**src/rtl/dht11_pkg.sv**
```systemverilog
// Shared definitions for the DHT11 frame decoder.
//   - dht11_state_e : decoder FSM state encoding
//   - FRAME_BITS    : data bits per sensor frame
//   - BYTE_*        : byte positions inside the 40-bit frame (byte 0 arrives first)
//   - DEF_*_US      : default protocol timing values in microseconds
//   - frame_byte()  : extracts byte N from a 40-bit MSB-first frame
package dht11_pkg;

    typedef enum logic [2:0] {
        IDLE      = 3'd0,
        WAIT_LOW  = 3'd1,
        RESP_LOW  = 3'd2,
        RESP_HIGH = 3'd3,
        BIT_LOW   = 3'd4,
        BIT_HIGH  = 3'd5,
        DONE      = 3'd6,
        ERR       = 3'd7
    } dht11_state_e;

    localparam int FRAME_BITS     = 40;
    localparam int BYTE_HUM_INT   = 0;
    localparam int BYTE_HUM_DEC   = 1;
    localparam int BYTE_TEMP_INT  = 2;
    localparam int BYTE_TEMP_DEC  = 3;
    localparam int BYTE_CHECKSUM  = 4;

    localparam int DEF_BIT1_THRESH_US = 40;
    localparam int DEF_RESP_MIN_US    = 60;
    localparam int DEF_TIMEOUT_US     = 200;

    // Byte 0 occupies the top bits because the sensor sends MSB-first.
    function automatic logic [7:0] frame_byte(input logic [FRAME_BITS-1:0] f, input int idx);
        return f[(FRAME_BITS - 1 - 8 * idx) -: 8];
    endfunction

endpackage

```
**src/rtl/dht11_line_sync.sv**
```systemverilog
// Two-flop synchronizer for the asynchronous DHT11 data line plus a
// previous-level flop for edge detection.
//   clk, rst : design clock, synchronous active-high reset
//   din      : raw pin level
//   rise     : one-cycle pulse, synchronized line went 0 -> 1
//   fall     : one-cycle pulse, synchronized line went 1 -> 0
// Edge pulses lag the pin by two cycles.
module dht11_line_sync (
    input  logic clk,
    input  logic rst,
    input  logic din,
    output logic rise,
    output logic fall
);

    logic meta;
    logic sync;
    logic prev;

    always_ff @(posedge clk) begin
        if (rst) begin
            meta <= 1'b0;
            sync <= 1'b0;
            prev <= 1'b0;
        end else begin
            meta <= din;
            sync <= meta;
            prev <= sync;
        end
    end

    assign rise = sync & ~prev;
    assign fall = ~sync & prev;

endmodule

```
**src/rtl/dht11_frame_decoder.sv**
```systemverilog
// DHT11 frame decoder: after a start edge, times the sensor response
// preamble and 40 data bits on the sampled line, then latches the four
// data bytes and the checksum result. Read-only on the line.
//   clk, rst                 : design clock (1 MHz default), sync active-high reset
//   start                    : rising edge launches a frame (ignored while busy)
//   dht_in                   : raw DHT11 line level
//   busy                     : high from launch until the done/error pulse
//   hum_int..temp_dec        : frame bytes 0..3, updated only on done
//   checksum_ok              : byte 4 == low 8 bits of byte0+byte1+byte2+byte3
//   done / error             : one-cycle completion / abort pulses
//   state_dbg                : current FSM state for observation
// Handshake: start is edge-triggered with no ready; a launch is accepted
// only when busy=0, and each accepted launch ends in exactly one done or
// one error pulse, in the same cycle that busy falls.
module dht11_frame_decoder
    import dht11_pkg::*;
#(
    parameter int CLK_PER_US     = 1,
    parameter int CNT_W          = 16,
    parameter int BIT1_THRESH_US = DEF_BIT1_THRESH_US,
    parameter int RESP_MIN_US    = DEF_RESP_MIN_US,
    parameter int TIMEOUT_US     = DEF_TIMEOUT_US
) (
    input  logic       clk,
    input  logic       rst,
    input  logic       start,
    input  logic       dht_in,
    output logic       busy,
    output logic [7:0] hum_int,
    output logic [7:0] hum_dec,
    output logic [7:0] temp_int,
    output logic [7:0] temp_dec,
    output logic       checksum_ok,
    output logic       done,
    output logic       error,
    output logic [2:0] state_dbg
);

    localparam logic [CNT_W-1:0] RESP_MIN  = CNT_W'(RESP_MIN_US * CLK_PER_US);
    localparam logic [CNT_W-1:0] BIT1_TH   = CNT_W'(BIT1_THRESH_US * CLK_PER_US);
    localparam logic [CNT_W-1:0] TIMEOUT   = CNT_W'(TIMEOUT_US * CLK_PER_US);
    localparam logic [CNT_W-1:0] CNT_MAX   = '1;
    localparam logic [5:0]       LAST_BIT  = 6'(FRAME_BITS - 1);

    dht11_state_e          state, next_state;
    logic                  start_q;
    logic                  start_rise;
    logic                  line_rise, line_fall, line_edge;
    logic [CNT_W-1:0]      count;
    logic [5:0]            bit_idx;
    logic [FRAME_BITS-1:0] shift;
    logic                  timeout;
    logic                  launch, shift_en, idx_clr, idx_inc;
    logic [9:0]            sum;

    dht11_line_sync u_sync (
        .clk  (clk),
        .rst  (rst),
        .din  (dht_in),
        .rise (line_rise),
        .fall (line_fall)
    );

    assign line_edge  = line_rise | line_fall;
    assign start_rise = start & ~start_q;
    assign timeout    = (count >= TIMEOUT);
    assign state_dbg  = state;

    assign sum = 10'(frame_byte(shift, BYTE_HUM_INT))  + 10'(frame_byte(shift, BYTE_HUM_DEC)) +
                 10'(frame_byte(shift, BYTE_TEMP_INT)) + 10'(frame_byte(shift, BYTE_TEMP_DEC));

    always_comb begin
        next_state = state;
        launch     = 1'b0;
        shift_en   = 1'b0;
        idx_clr    = 1'b0;
        idx_inc    = 1'b0;
        case (state)
            IDLE: begin
                // Line edges here (e.g. the trailing low after bit 39) are ignored.
                if (start_rise) begin
                    next_state = WAIT_LOW;
                    launch     = 1'b1;
                end
            end
            WAIT_LOW: begin
                if (timeout)        next_state = ERR;
                else if (line_fall) next_state = RESP_LOW;
            end
            RESP_LOW: begin
                if (timeout)        next_state = ERR;
                else if (line_rise) next_state = (count >= RESP_MIN) ? RESP_HIGH : ERR;
            end
            RESP_HIGH: begin
                if (timeout) next_state = ERR;
                else if (line_fall) begin
                    if (count >= RESP_MIN) begin
                        next_state = BIT_LOW;
                        idx_clr    = 1'b1;
                    end else begin
                        next_state = ERR;
                    end
                end
            end
            BIT_LOW: begin
                if (timeout)        next_state = ERR;
                else if (line_rise) next_state = BIT_HIGH;
            end
            BIT_HIGH: begin
                if (timeout) next_state = ERR;
                else if (line_fall) begin
                    shift_en = 1'b1;
                    if (bit_idx == LAST_BIT) begin
                        next_state = DONE;
                    end else begin
                        next_state = BIT_LOW;
                        idx_inc    = 1'b1;
                    end
                end
            end
            DONE:    next_state = IDLE;
            ERR:     next_state = IDLE;
            default: next_state = IDLE;
        endcase
    end

    always_ff @(posedge clk) begin
        if (rst) begin
            state       <= IDLE;
            start_q     <= 1'b0;
            count       <= '0;
            bit_idx     <= '0;
            shift       <= '0;
            busy        <= 1'b0;
            done        <= 1'b0;
            error       <= 1'b0;
            hum_int     <= '0;
            hum_dec     <= '0;
            temp_int    <= '0;
            temp_dec    <= '0;
            checksum_ok <= 1'b0;
        end else begin
            state   <= next_state;
            start_q <= start;

            // Launch also clears the counter so WAIT_LOW times from entry,
            // not from whenever the idle line last moved.
            if (launch || line_edge)   count <= '0;
            else if (count != CNT_MAX) count <= count + CNT_W'(1);

            if (launch)        shift <= '0;
            else if (shift_en) shift <= {shift[FRAME_BITS-2:0], (count > BIT1_TH)};

            if (idx_clr)      bit_idx <= '0;
            else if (idx_inc) bit_idx <= bit_idx + 6'd1;

            // Registered so busy falls in the same cycle done/error rises.
            busy  <= (next_state != IDLE);
            done  <= (state == DONE);
            error <= (state == ERR);

            if (state == DONE) begin
                hum_int     <= frame_byte(shift, BYTE_HUM_INT);
                hum_dec     <= frame_byte(shift, BYTE_HUM_DEC);
                temp_int    <= frame_byte(shift, BYTE_TEMP_INT);
                temp_dec    <= frame_byte(shift, BYTE_TEMP_DEC);
                checksum_ok <= (sum[7:0] == frame_byte(shift, BYTE_CHECKSUM));
            end
        end
    end

endmodule

```
**config.mk**
```make
export PLATFORM = sky130hd
export DESIGN_NAME = dht11_frame_decoder
export DESIGN_NICKNAME = d
export VERILOG_FILES = /design/src/rtl/dht11_pkg.sv /design/src/rtl/dht11_line_sync.sv /design/src/rtl/dht11_frame_decoder.sv
export SDC_FILE = /design/constraint.sdc
export NUM_CORES = 1
export LEC_CHECK = 0
export ABC_AREA = 1
export CAP_MARGIN = 30
export CORE_ASPECT_RATIO = 0.8
export CORE_MARGIN = 4
export CORE_UTILIZATION = 52
export CTS_CLUSTER_DIAMETER = 100
export DETAILED_ROUTE_END_ITERATION = 8
export PLACE_DENSITY = 0.73
export SYNTH_ARGS = -nofsm -noshare
export SYNTH_HDL_FRONTEND = slang
export SYNTH_SLANG_ARGS = --single-unit
```
**constraint.sdc**
```tcl
create_clock -name clk -period 3 [get_ports clk]
set_input_delay 0.3 -clock clk [delete_from_list [all_inputs] [get_ports clk]]
set_output_delay 0.3 -clock clk [all_outputs]
set_load 0.005 [all_outputs]
```
==> impl_metrics.ini, run 1 <==
[global_routing]
global_route.overflow_total = 0
grt_pass1_vias = 4247
busiest_layer = met2
grt_pass1_wl_mm = 19.42
grt_util_met3 = 0.04133
grt_util_met2 = 0.3205
grt_usage = 0.2003
use_met1 = 0.2684
grt_max_degree = 49
antenna_found_initial = 0

[layout]
fillerInstances = 855
instances_no_fill = 860
diodes = 0
drive_above_1_share = 0.09807
regArea_um2 = 2103
multi_input_area_um2 = 2496
fin_util = 0.6234
syn2layout_area_growth_pct = 16.56
nets = 749

[clocking]
clockRootBuffer = clkbuf_16
clkSinkCount = 105
insertion_delay_ns = 0.35
cts_buffers = 9
cts_tree = yes
h-tree-depth = 3
clk_pin_slew_worst_paths_ns = 0.07
cts_buffer_depth = 2
post_cts_buffers = 0

[setup_path]
crit_buf_inv = 2
worstPathArrival_ns = 3.20
reg2reg_from = shift[9]
critPathTopFamily = adder cells
rr_worst_depth = 14
r2r_slack_ns = 0.08
critPathKind = reg2reg
slowest_delay_ns = 0.53
crit_fanout = 3
crit_slowest_cell = fa_1
critPathLaunch = shift[9]
start_kind = flip-flop
path_cells = fa_1, inv_1, fa_1, inv_2, ha_4, fa_1, xor2_1, nor2_1, nand2_1, nor2_1, nand2_1, nor2_1, nand3_1, a21oi_1
critPathCaptureType = flip-flop
required_ns = 3.28
path_depth = 14

[yosys]
synth-seq-cells = 105
synth_edf_count = 0
async_flop_share = 0
netlist_area_um2 = 5161
netlist_instances = 679
ys_seq_area_frac = 0.4073
synth_nets = 709
yosys_warnings = 0
synthDistinctLibCells = 37
postSynthAreaPerCell_um2 = 7.601
synthFlopType = dfxtp_1

[drt]
drt_first_pass_iters = 5
avgViaCountPerCell = 5.092
routed_wl_mm = 11.19
drtAntennaViolNets = 0
wl_per_cell_um = 13.01
drtIter0Drc = 295
via_count = 4379
drc = 0

[pwr]
power.total_w = 0.002652
power_leakage_nw = 2.490
power.density_nw_per_um2 = 440.9
irDropWorstVdd_uv = 321.9

[floorplanning]
initial_utilization = 0.5349
die_y_um = 97.11
die_w_um = 119.4
die_area_um2 = 11590
ioPinCount = 43
core_um2 = 9649
rows = 32

[timing]
hold_violations = 0
skew_ns = 0.008783
slew_violations = 0
clock.fmax_mhz = 342.1
relSlewSlack = 0.4173
period_minus_slack_ns = 2.923
rsz0062_at_grt = true
worst_slew_pin_slew_ns = 0.8709
setup_viol = 0
post-route-period-util = 0.9745
fin_tns_setup_ns = 0

[placed_design]
dp.cells = 844
dp_hpwl_mm = 8.140
gp_congestion = 0.8665
port-buffer-count = 42

[min_path]
whs_path_depth = 2
hold_class = reg2reg
min_from = u_sync.meta

[status]
outcome = finished, final reports clean

[job]
drv_cap = 0
-- sequential cells by signal (all words and copies together) (netlist names) --
name,cells
u_sync.meta,1
u_sync.prev,1
temp_dec,8
error,1
start_q,1
count,16
busy,1
bit_idx,6
shift,40
hum_dec,8
done,1
state_dbg,3
checksum_ok,1
u_sync.sync,1
hum_int,8
temp_int,8
-- per-stage QoR --
| stage | instance area [um2] | hold WS [ns] | worst slack [ns] |
|---|---|---|---|
| floorplan | 5161 | 0.3883 | 0.2071 |
| detailed placement | 5702 | 0.4047 | 0.07265 |
| CTS | 6002 | 0.4135 | 0.02520 |
| global placement | 5702 | 0.4012 | 0.1075 |
| finish | 6016 | 0.4095 | 0.07657 |
| global route | 6016 | 0.4489 | -0.04648 |
-- per-layer routing --
layer  vias up  wire [um]
met5         -          0
met4         0        157
met3        17        522
met2       107       5212
met1      2014       5292
li1       2241          -
-- cell families (layout without fill, tap and decap cells) --
group / after synthesis / after routing / synth area share
adder cells (fa/ha/maj): 26 / 26 / 0.08339
buffers and inverters: 143 / 188 / 0.1125
AND/OR/NAND/NOR: 231 / 231 / 0.2034
flip-flops: 105 / 105 / 0.4073
AO/OA/AOI/OAI: 161 / 161 / 0.1714
XOR/XNOR: 13 / 13 / 0.02206
-- worst paths after layout --
path,end
worst max register to register,checksum_ok
worst max-delay path,checksum_ok
worst min register to register,u_sync.sync
worst min-delay path,u_sync.sync
-- Yosys cell counts (all sizes together), types with 9 or more instances --
library cell	number	area share
nand2	136	0.10
inv	120	0.087
dfxtp	105	0.41
a21oi	82	0.086
o21ai	67	0.066
nand3	40	0.041
nor2	34	0.031
clkbuf	15	0.011
fa	14	0.054
ha	12	0.029
nor3	9	0.014
xor2	9	0.015
-- cells in the final DEF (no fill, tap or decap), drive strengths merged --
| master | netlist | final |
|---|---|---|
| nand4 | 8 | 8 |
| nor4 | 1 | 1 |
| clkbuf | 15 | 11 |
| xnor2 | 4 | 4 |
| o311ai | 2 | 2 |
| o21ai | 67 | 67 |
| or2 | 3 | 3 |
| nor3 | 9 | 9 |
| o22ai | 1 | 1 |
| nor2 | 34 | 34 |
| clkinvlp | 0 | 1 |
| a31oi | 6 | 6 |
| a21oi | 82 | 82 |
| fa | 14 | 14 |
| nand2 | 136 | 136 |
| o211ai | 1 | 1 |
| ha | 12 | 12 |
| dfxtp | 105 | 105 |
| clkinv | 0 | 2 |
| o21bai | 2 | 2 |
| inv | 120 | 122 |
| nand3 | 40 | 40 |
| buf | 8 | 10 |
| xor2 | 9 | 9 |
| clkdlybuf4s50 | 0 | 42 |
-- worst reg2reg max path, cell delays in order, from the launching register on --
cell	delay, ns
dfxtp_2	0.33
fa_1	0.53
inv_1	0.05
fa_1	0.51
inv_2	0.05
ha_4	0.16
fa_1	0.45
xor2_1	0.16
nor2_1	0.09
nand2_1	0.07
nor2_1	0.11
nand2_1	0.05
nor2_1	0.08
nand3_1	0.08
a21oi_1	0.14
-- layout make-up --
class                           instances  area share
Clock buffer                           11     0.04201
Timing Repair Buffer                   52     0.08236
Clock inverter                          5    0.007903
Inverter                              120     0.07488
Multi-Input combinational cell        431      0.4149
Sequential cell                       105      0.3496
Tap cell                              136     0.02829
-- repair_timing --
| item | 4_1_cts | 5_1_grt |
|---|---|---|
| hold buffers | 0 | 0 |
| setup endpoints to repair | 0 | 1 |
| gates resized for setup | 0 | 4 |
-- power by group --
part           internal, W  total [W]  switching [W]
logic            0.0000280  0.0000855      0.0000575
clock network     0.000623    0.00116       0.000539
registers          0.00140    0.00140     0.00000505
total              0.00205    0.00265       0.000602
No activity file was read; power rests on OpenSTA's default activity.
==> run 2: changes to the inputs <==
--- a/config.mk
+++ b/config.mk
@@ -10,7 +10,7 @@
 export CORE_ASPECT_RATIO = 0.8
 export CORE_MARGIN = 4
 export CORE_UTILIZATION = 52
-export CTS_CLUSTER_DIAMETER = 100
+export CTS_CLUSTER_DIAMETER = 200
 export DETAILED_ROUTE_END_ITERATION = 8
 export PLACE_DENSITY = 0.73
 export SYNTH_ARGS = -nofsm -noshare
==> constraint.sdc (replaced) <==
create_clock -name clk -period 3 [get_ports clk]
set_input_delay 0.6 -clock clk [delete_from_list [all_inputs] [get_ports clk]]
set_output_delay 0.6 -clock clk [all_outputs]
set_load 0.005 [all_outputs]
==> impl_metrics.ini, run 2 (synthesis gave the netlist of run 1 again) <==
[setup_path]
reg2reg_from = shift[9]
r2r_slack_ns = 0.04
required_ns = 3.28
worstPathArrival_ns = 3.23
critPathKind = reg2reg
critPathLaunch = shift[9]
crit_fanout = 3
start_kind = flip-flop
crit_end = checksum_ok
critPathCaptureType = flip-flop
reg2reg_to = checksum_ok
rr_worst_depth = 14

[clocking]
clockRootBuffer = clkbuf_16
hold_buffers = 0
cts_buffers = 9
clkSinkCount = 105
cts_tree = yes
insertion_delay_ns = 0.34
clk_pin_slew_worst_paths_ns = 0.07
cts_resized = 0
cts_buffer_depth = 2
post_cts_buffers = 0
h-tree-depth = 3

[drt]
avgViaCountPerCell = 5.143
wl_per_cell_um = 12.94
drc = 0
via_count = 4428
drt_first_pass_iters = 6
drtAntennaViolNets = 0
drtIter0Drc = 250
routed_wl_mm = 11.14

[floorplanning]
initial_utilization = 0.5349
rows = 32
ioPinCount = 43
die_y_um = 97.11
die_area_um2 = 11590
die_w_um = 119.4
core_um2 = 9649

[timing]
worst_slew_pin_slew_ns = 0.8427
clock.fmax_mhz = 338.4
skew_ns = 0.01082
slew_violations = 0
rsz0062_at_grt = true
period_minus_slack_ns = 2.955
hold_violations = 0
setup_viol = 0
relSlewSlack = 0.4362
post-route-period-util = 0.9850

[pwr]
irDropWorstVdd_uv = 303.9
power.total_w = 0.002684
power_leakage_nw = 2.502
power.density_nw_per_um2 = 445.8

[global_routing]
grt_usage = 0.2022
global_route.overflow_total = 0
grt_max_degree = 49
grt_pass1_wl_mm = 19.42
grt_pass1_vias = 4166
antenna_found_initial = 0

[layout]
drive_above_1_share = 0.09931
most-common-layout-cells = nand2_1, inv_1, dfxtp_1
multi_input_area_um2 = 2490
largest_reg_flops = 40
fillerInstances = 862
regArea_um2 = 2103
diodes = 0
top_regs = shift x40, count x16
largest-register = shift
syn2layout_area_growth_pct = 16.65
nets = 750
layout_commonest_cell = nand2_1
finalInstanceArea_um2 = 6021

[job]
drv_cap = 0

[placed_design]
dp_hpwl_mm = 8.263
dpl_cell_area_um2 = 5709
gp_congestion = 0.9157
port-buffer-count = 42

[min_path]
whs_path_depth = 2
hold_class = reg2reg

[status]
outcome = finished, final reports clean
-- run 2: how the worst min path moves through the flow --
stage                      from           to  slack (ns)
floorplan           u_sync.meta  u_sync.sync        0.39
global placement    u_sync.meta  u_sync.sync        0.40
detailed placement  u_sync.meta  u_sync.sync        0.41
CTS                 u_sync.meta  u_sync.sync        0.42
global route        u_sync.meta  u_sync.sync        0.44
finish              u_sync.meta  u_sync.sync        0.42
-- run 2: stage by stage --
step / hold slack (ns) / cells / utilization / setup WS, ns / setup TNS, ns
4_1_cts: 0.4208 / 861 / 0.6232 / 0.04770 / 0
5_1_grt: 0.4355 / 861 / 0.6240 / -0.1262 / -0.1262
3_5_place_dp: 0.4103 / 845 / 0.5917 / 0.07136 / 0
6_report: 0.4152 / 861 / 0.6240 / 0.04497 / 0
2_1_floorplan: 0.3883 / 679 / - / 0.2071 / 0
3_3_place_gp: 0.3982 / 845 / 0.5917 / 0.1079 / 0
-- run 2: cell type report --
| class | instances | share of cell area |
|---|---|---|
| Timing Repair Buffer | 53 | 0.08354 |
| Inverter | 120 | 0.07481 |
| Sequential cell | 105 | 0.3493 |
| Tap cell | 136 | 0.02826 |
| Clock buffer | 11 | 0.04032 |
| Multi-Input combinational cell | 431 | 0.4136 |
| Clock inverter | 5 | 0.01018 |
-- run 2: routing by layer --
layer,up-vias,track usage,wire [um]
met5,-,0,0
met4,0,0.06514,202
met3,17,0.04598,549
met2,90,0.3174,5082
met1,2069,0.2776,5309
li1,2252,-,-
-- run 2: report_power, final --
| group | switching, W | total, W | internal, W |
|---|---|---|---|
| sequential | 0.00000514 | 0.00140 | 0.00140 |
| clock | 0.000516 | 0.00119 | 0.000676 |
| combinational | 0.0000576 | 0.0000868 | 0.0000292 |
| total | 0.000579 | 0.00268 | 0.00210 |
-- run 2: worst max-delay path: stages (launching register included) --
cell     delay (ns)
dfxtp_2        0.33
fa_1           0.55
inv_2          0.04
fa_1           0.51
inv_1          0.05
ha_2           0.19
fa_1           0.45
xor2_1         0.16
nor2_1         0.09
nand2_1        0.07
nor2_1         0.08
nand2_1        0.05
nor2_1         0.10
nand3_1        0.09
a21oi_2        0.12
